## src/rtl/sdpram_pkg.sv

```systemverilog
// -----------------------------------------------------------------------------
// sdpram_pkg
// Shared types and helpers for the simple dual-port byte RAM and its readers.
//   rd_state_e    : read-sequencer state encoding (IDLE/RUN/DRAIN/FIN)
//   sdpram_addr_w : word-address width for a RAM of size_bytes bytes read
//                   through a port of word_w bits (log2 of the word count)
// No ports (package).
// -----------------------------------------------------------------------------
package sdpram_pkg;

    typedef enum logic [1:0] {
        IDLE  = 2'd0,
        RUN   = 2'd1,
        DRAIN = 2'd2,
        FIN   = 2'd3
    } rd_state_e;

    // Same formula the RAM uses for its read port, so both sides always agree.
    function automatic int sdpram_addr_w(input int size_bytes, input int word_w);
        return $clog2((size_bytes * 32'd8) / word_w);
    endfunction

endpackage

```

## src/rtl/sdpram_skid_fifo.sv

```systemverilog
// -----------------------------------------------------------------------------
// sdpram_skid_fifo
// Two-entry FIFO absorbing the RAM read latency. Entry 0 is always the head;
// simultaneous push and pop are supported at any occupancy.
// Ports:
//   clk, rst  : clock and synchronous active-high reset (clears storage too)
//   push      : write push_data this cycle
//   push_data : W-bit entry to store
//   pop       : remove the head this cycle (ignored when empty)
//   head      : current head entry
//   count     : occupancy 0..2
// -----------------------------------------------------------------------------
module sdpram_skid_fifo #(
    parameter int W = 9
) (
    input  logic         clk,
    input  logic         rst,
    input  logic         push,
    input  logic [W-1:0] push_data,
    input  logic         pop,
    output logic [W-1:0] head,
    output logic [1:0]   count
);

    logic [W-1:0] mem0_r;
    logic [W-1:0] mem1_r;
    logic [1:0]   count_r;

    assign head  = mem0_r;
    assign count = count_r;

    // Storage and occupancy update; entries shift toward slot 0 on pop.
    always_ff @(posedge clk) begin
        if (rst) begin
            mem0_r  <= {W{1'b0}};
            mem1_r  <= {W{1'b0}};
            count_r <= 2'd0;
        end else begin
            case (count_r)
                2'd0: begin
                    if (push) begin
                        mem0_r  <= push_data;
                        count_r <= 2'd1;
                    end
                end
                2'd1: begin
                    if (push && pop) begin
                        mem0_r <= push_data;
                    end else if (push) begin
                        mem1_r  <= push_data;
                        count_r <= 2'd2;
                    end else if (pop) begin
                        count_r <= 2'd0;
                    end
                end
                2'd2: begin
                    if (pop) begin
                        mem0_r <= mem1_r;
                        if (push) begin
                            mem1_r <= push_data;
                        end else begin
                            count_r <= 2'd1;
                        end
                    end
                end
                default: begin
                    count_r <= 2'd0;
                end
            endcase
        end
    end

    sdpram_skid_fifo_chk u_chk (
        .clk   (clk),
        .rst   (rst),
        .push  (push),
        .pop   (pop),
        .count (count_r)
    );

endmodule

```

## src/rtl/sdpram_skid_fifo_chk.sv

```systemverilog
// -----------------------------------------------------------------------------
// sdpram_skid_fifo_chk
// Simulation-only protocol checker for the 2-entry skid FIFO.
// Ports:
//   clk, rst : clock and synchronous active-high reset
//   push     : write strobe into the FIFO
//   pop      : read strobe out of the FIFO
//   count    : current occupancy (0..2)
// -----------------------------------------------------------------------------
module sdpram_skid_fifo_chk (
    input  logic       clk,
    input  logic       rst,
    input  logic       push,
    input  logic       pop,
    input  logic [1:0] count
);

    // A push into a full buffer without a matching pop would lose a word.
    no_overflow_a: assert property (@(posedge clk) disable iff (rst)
        !(push && !pop && (count == 2'd2)));

    // Popping an empty buffer would emit a stale word.
    no_underflow_a: assert property (@(posedge clk) disable iff (rst)
        !(pop && (count == 2'd0)));

    // Occupancy can only ever be 0, 1 or 2.
    count_range_a: assert property (@(posedge clk) disable iff (rst)
        (count != 2'd3));

endmodule

```

## src/rtl/sdpram_stream_reader.sv

```systemverilog
// -----------------------------------------------------------------------------
// sdpram_stream_reader
// Read-side sequencer for the simple dual-port byte RAM. On start it reads
// len words from base_addr (wrapping modulo the RAM depth), hides the RAM's
// one-cycle latency in a 2-entry skid FIFO and emits a valid/ready stream
// with m_last on the final beat, then pulses done.
// Ports:
//   clk, rst   : clock, synchronous active-high reset
//   start      : request pulse, sampled only in IDLE
//   base_addr  : first word address (sampled with start)
//   len        : word count 0..DEPTH (sampled with start)
//   busy       : transfer active (RUN, DRAIN, FIN)
//   done       : one-cycle completion pulse
//   ram_en     : RAM read enable
//   ram_addr   : RAM read address
//   ram_data   : RAM read data, valid the cycle after ram_en
//   m_valid    : stream valid
//   m_ready    : stream ready from the consumer
//   m_data     : stream data
//   m_last     : final beat marker
// -----------------------------------------------------------------------------
module sdpram_stream_reader
    import sdpram_pkg::*;
#(
    parameter int OUTPUT_DATA_W = 8,
    parameter int SIZE          = 1024,
    parameter int ADDR_W        = sdpram_addr_w(SIZE, OUTPUT_DATA_W),
    parameter int LEN_W         = ADDR_W + 1
) (
    input  logic                     clk,
    input  logic                     rst,
    input  logic                     start,
    input  logic [ADDR_W-1:0]        base_addr,
    input  logic [LEN_W-1:0]         len,
    output logic                     busy,
    output logic                     done,
    output logic                     ram_en,
    output logic [ADDR_W-1:0]        ram_addr,
    input  logic [OUTPUT_DATA_W-1:0] ram_data,
    output logic                     m_valid,
    input  logic                     m_ready,
    output logic [OUTPUT_DATA_W-1:0] m_data,
    output logic                     m_last
);

    rd_state_e              state_r;
    logic [ADDR_W-1:0]      base_r;
    logic [LEN_W-1:0]       len_r;
    logic [LEN_W-1:0]       issued_r;
    logic [LEN_W-1:0]       beats_r;
    logic                   inflight_r;

    logic [1:0]             fifo_count_s;
    logic [OUTPUT_DATA_W:0] head_s;
    logic [OUTPUT_DATA_W:0] push_entry_s;
    logic                   pop_s;
    logic                   room_s;
    logic                   issue_s;
    logic                   beat_last_s;

    assign pop_s    = m_valid & m_ready;
    assign m_valid  = (fifo_count_s != 2'd0);
    assign m_data   = head_s[OUTPUT_DATA_W-1:0];
    // The head slot keeps its old flag after the final pop, so gate with valid.
    assign m_last   = m_valid & head_s[OUTPUT_DATA_W];
    assign busy     = (state_r != IDLE);
    assign done     = (state_r == FIN);
    assign ram_en   = issue_s;
    // Truncation to ADDR_W gives the wrap from DEPTH-1 back to 0.
    assign ram_addr = base_r + issued_r[ADDR_W-1:0];

    // beats_r counts captured words, so it is the index of the word being pushed.
    assign beat_last_s  = (beats_r == (len_r - LEN_W'(1)));
    assign push_entry_s = {beat_last_s, ram_data};

    // Issue a read only while the FIFO plus the in-flight read, net of this
    // cycle's pop, leaves space; computed in 3 bits so the subtraction never wraps.
    always_comb begin
        room_s  = (({1'b0, fifo_count_s} + {2'b00, inflight_r}) < (3'd2 + {2'b00, pop_s}));
        issue_s = 1'b0;
        if ((state_r == RUN) && (issued_r < len_r) && room_s) begin
            issue_s = 1'b1;
        end else begin
            issue_s = 1'b0;
        end
    end

    // Control FSM, request capture, issue/capture counters and in-flight flag.
    always_ff @(posedge clk) begin
        if (rst) begin
            state_r    <= IDLE;
            base_r     <= {ADDR_W{1'b0}};
            len_r      <= {LEN_W{1'b0}};
            issued_r   <= {LEN_W{1'b0}};
            beats_r    <= {LEN_W{1'b0}};
            inflight_r <= 1'b0;
        end else begin
            inflight_r <= issue_s;
            if (issue_s) begin
                issued_r <= issued_r + LEN_W'(1);
            end
            if (inflight_r) begin
                beats_r <= beats_r + LEN_W'(1);
            end

            case (state_r)
                IDLE: begin
                    if (start) begin
                        base_r   <= base_addr;
                        len_r    <= len;
                        issued_r <= {LEN_W{1'b0}};
                        beats_r  <= {LEN_W{1'b0}};
                        // A zero-length request spends one cycle in DRAIN so that
                        // done lands two cycles after start, like a real drain.
                        state_r  <= (len == {LEN_W{1'b0}}) ? DRAIN : RUN;
                    end
                end
                RUN: begin
                    // The final beat cannot be popped before this exit: it is
                    // pushed no earlier than the cycle DRAIN is entered.
                    if (issued_r == len_r) begin
                        state_r <= DRAIN;
                    end
                end
                DRAIN: begin
                    if ((len_r == {LEN_W{1'b0}}) || (pop_s && m_last)) begin
                        state_r <= FIN;
                    end
                end
                FIN: begin
                    state_r <= IDLE;
                end
                default: begin
                    state_r <= IDLE;
                end
            endcase
        end
    end

    sdpram_skid_fifo #(
        .W (OUTPUT_DATA_W + 1)
    ) u_fifo (
        .clk       (clk),
        .rst       (rst),
        .push      (inflight_r),
        .push_data (push_entry_s),
        .pop       (pop_s),
        .head      (head_s),
        .count     (fifo_count_s)
    );

endmodule

```

## config.mk

```make
export PLATFORM = sky130hd
export DESIGN_NAME = sdpram_stream_reader
export DESIGN_NICKNAME = d
export VERILOG_FILES = /design/src/rtl/sdpram_pkg.sv /design/src/rtl/sdpram_skid_fifo.sv /design/src/rtl/sdpram_skid_fifo_chk.sv /design/src/rtl/sdpram_stream_reader.sv
export SDC_FILE = /design/constraint.sdc
export NUM_CORES = 1
export LEC_CHECK = 0
export ABC_AREA = 1
export BUFFER_PORTS_ARGS = -buffer_cell sky130_fd_sc_hd__buf_2
export CORE_UTILIZATION = 50
export CTS_CLUSTER_DIAMETER = 80
export DETAILED_ROUTE_END_ITERATION = 10
export GPL_TIMING_DRIVEN = 0
export PLACE_DENSITY_LB_ADDON = 0.08
export SYNTH_ARGS = -nofsm -noshare
export SYNTH_HDL_FRONTEND = slang
export SYNTH_SLANG_ARGS = --single-unit
```

## constraint.sdc

```tcl
create_clock -name clk -period 4.8 [get_ports clk]
set_input_delay 0.48 -clock clk [delete_from_list [all_inputs] [get_ports clk]]
set_output_delay 0.48 -clock clk [all_outputs]
set_load 0.02 [all_outputs]
```

==> flow_summary.yaml <==
routing:
  via_per_inst: 5.147
  routed_wl_mm: 10.01
  num_vias: 3917
  post-route-drc-count: 0
  wire_per_inst_um: 13.15
  drt_pre_antenna_iters: 5
  ant_nets: 0
  drt_iter0_markers: 179
sta:
  finalClockSkew_ns: 0.008360
  hold_slack_ns: 0.3727
  setup_slack_ns: 1.654
  fin_crit_sh_pct: 65.54
  tightest_slew_ns: 0.5632
  finalSetupViolations: 0
  maxSlewViolCount: 0
  period_needed_ns: 3.146
  relSlewSlack_pct: 62.10
  setup-tns-final_ns: 0
  clock.fmax_mhz: 317.9
  finalHoldViolations: 0
  rsz0062_at_grt: "no"
clock_tree:
  cts_buffers: 9
  h-tree-depth: 3
  post_cts_buffers: 0
  cts_resized: 0
  clock_latency_ns: 0.35
  hold_buffers: 0
  cts-root-buf: "clkbuf_8"
  clk_pin_slew_worst_paths_ns: 0.08
  clk_path_buf_depth: 2
  cts_tree: "yes"
  cts_sinks: 66
pwr:
  power_leakage_nw: 2.158
  finalPower_mw: 2.123
  ir_drop_mv: 0.2489
  powerDensity_mw_per_mm2: 458.4
hold_path:
  hold_path_class: "in -> reg"
logic_synthesis:
  synthFlopType: "dfxtp_1"
  yosysSeqAreaShare_pct: 32.81
  yosys.cell_types.count: 38
  synth_async_sr_flop_share_pct: 0
  synth_edf_count: 0
  ys_warn_count: 0
  netlist_area_sq_mm: 0.004028
  avgSynthCellArea_sq_um: 6.850
  synthCells: 588
  synth_nets: 653
  ys_seq_elements: 66
layout:
  final_common_cell: "nand2_1"
  post-route-util_pct: 59.63
  multi_input_area_sq_mm: 0.002345
  nets: 719
  fill_cells: 781
  syn2layout_area_growth_pct: 15.00
  drive_above_1_share_pct: 15.93
  final_cell_mix: "nand2_1 (131), nor2_1 (86), dfxtp_1 (66)"
  regArea_sq_mm: 0.001321
  antenna_cells: 0
status:
  status: "complete, no violations"
critical_path:
  end_kind: "primary output"
  worstPathArrival_ns: 2.67
  cp_max_fo: 8
  path_class: "reg -> out"
  cp.required_ns: 4.32
  cp-start-kind: "flip-flop"
die:
  core_area_sq_mm: 0.007767
  std_cell_rows: 32
  dieWidth_um: 91.75
  dieArea_sq_mm: 0.008418
  start_util_pct: 51.85
  die_h_um: 91.75
  ios: 56
global_routing:
  antenna_found_initial: 0
  grt_pass1_vias: 3664
  grt_max_degree: 14
  grt_overflow_total: 0
  grt_pass1_wl_mm: 16.79
  gr-usage-all-layers_pct: 25.21
flow_run:
  max_cap_viol_count: 0
placed_design:
  hpwl_mm: 7.831
  port_buffers: 55
  gp_congestion: 0.8615
  dpl_worst_slack_ns: 2.027
[kinds of logic (layout without fill, tap and decap cells)]
logic type	after synthesis	count (layout)	share of synthesized area [%]
buffers and inverters	83	154	8.978
DFF	66	66	32.81
AOI/OAI and AO/OA	110	110	14.97
xor gates and xnor gates	19	19	4.132
adders and majority gates	32	32	10.13
and+or+nand+nor	278	278	28.98
[flip-flops by register name, indices dropped and copies added, names as in the netlist]
name,cells
beats_r,11
u_fifo.head,9
base_r,10
inflight_r,1
state_r,2
u_fifo.mem1_r,9
len_r,11
u_fifo.count,2
issued_r,11
[layout make-up]
type                            instances  share of cell area [%]
Sequential cell                        66                   28.53
Clock inverter                          7                   1.675
Multi-Input combinational cell        439                   50.62
Buffer                                 20                   2.674
Clock buffer                            9                   2.674
Tap cell                              102                   2.755
Timing Repair Buffer                   55                   5.943
Inverter                               63                   5.132
[per-layer routing]
layer / GRT usage [%] / wire length, um / up-vias
met5: 0 / 0 / -
met2: 40.73 / 4460 / 80
met3: 4.561 / 553 / 8
met4: 9.115 / 121 / 0
met1: 33.62 / 4874 / 1780
li1: - / - / 2049
[Yosys cell counts (3+ instances only)]
master / count / share of area [%]
nand3_1: 32 / 4.0
nor2_1: 86 / 8.0
inv_2: 8 / 0.75
a31oi_1: 10 / 1.6
xnor2_1: 4 / 0.87
xor2_1: 15 / 3.3
buf_4: 11 / 2.1
a21oi_1: 37 / 4.6
o21ai_0: 49 / 6.1
o21a_1: 3 / 0.56
nand2_2: 4 / 0.62
clkbuf_1: 7 / 0.65
inv_1: 54 / 5.0
nand2_1: 131 / 12
ha_1: 31 / 9.6
nand4_1: 7 / 1.1
nor3_1: 7 / 0.87
dfxtp_1: 66 / 33
[stage by stage]
stage	cell area [sq um]	cells
after floorplan	4028	588
after global placement	4431	745
after detailed placement	4431	745
after CTS	4632	761
after global routing	4632	761
final	4632	761
[final timing paths]
| kind | start | to | slack [ns] | cells after the start |
|---|---|---|---|---|
| max reg2reg | state_r[1]$_SDFFE_PP0P_ | issued_r[6]$_SDFF_PP0_ | 2.60 | 8 |
| min | base_addr[7] | base_r[7]$_SDFFE_PP0P_ | 0.37 | 3 |
| max | issued_r[0]$_SDFF_PP0_ | ram_addr[8] | 1.65 | 13 |
| min reg2reg | u_fifo.mem1_r[3]$_SDFFE_PP0P_ | u_fifo.head[3]$_SDFFE_PP0P_ | 0.48 | 2 |
[critical path, cell delays in order, from the launching register on]
cell,delay (ns)
dfxtp_1,0.48
ha_1,0.29
inv_1,0.07
fa_1,0.40
o21ai_0,0.32
nand2_1,0.08
nand2_1,0.07
a21oi_1,0.08
nor2_1,0.10
o21ai_0,0.11
nand2_1,0.07
nand2_1,0.04
nand2_1,0.04
buf_2,0.15
[power breakdown]
group          total (mW)  switching (mW)  internal (mW)
clock               0.480           0.235          0.244
sequential          0.728          0.0916          0.637
combinational       0.915           0.592          0.323
total                2.12           0.919           1.20
No activity file was read; power rests on OpenSTA's default activity.
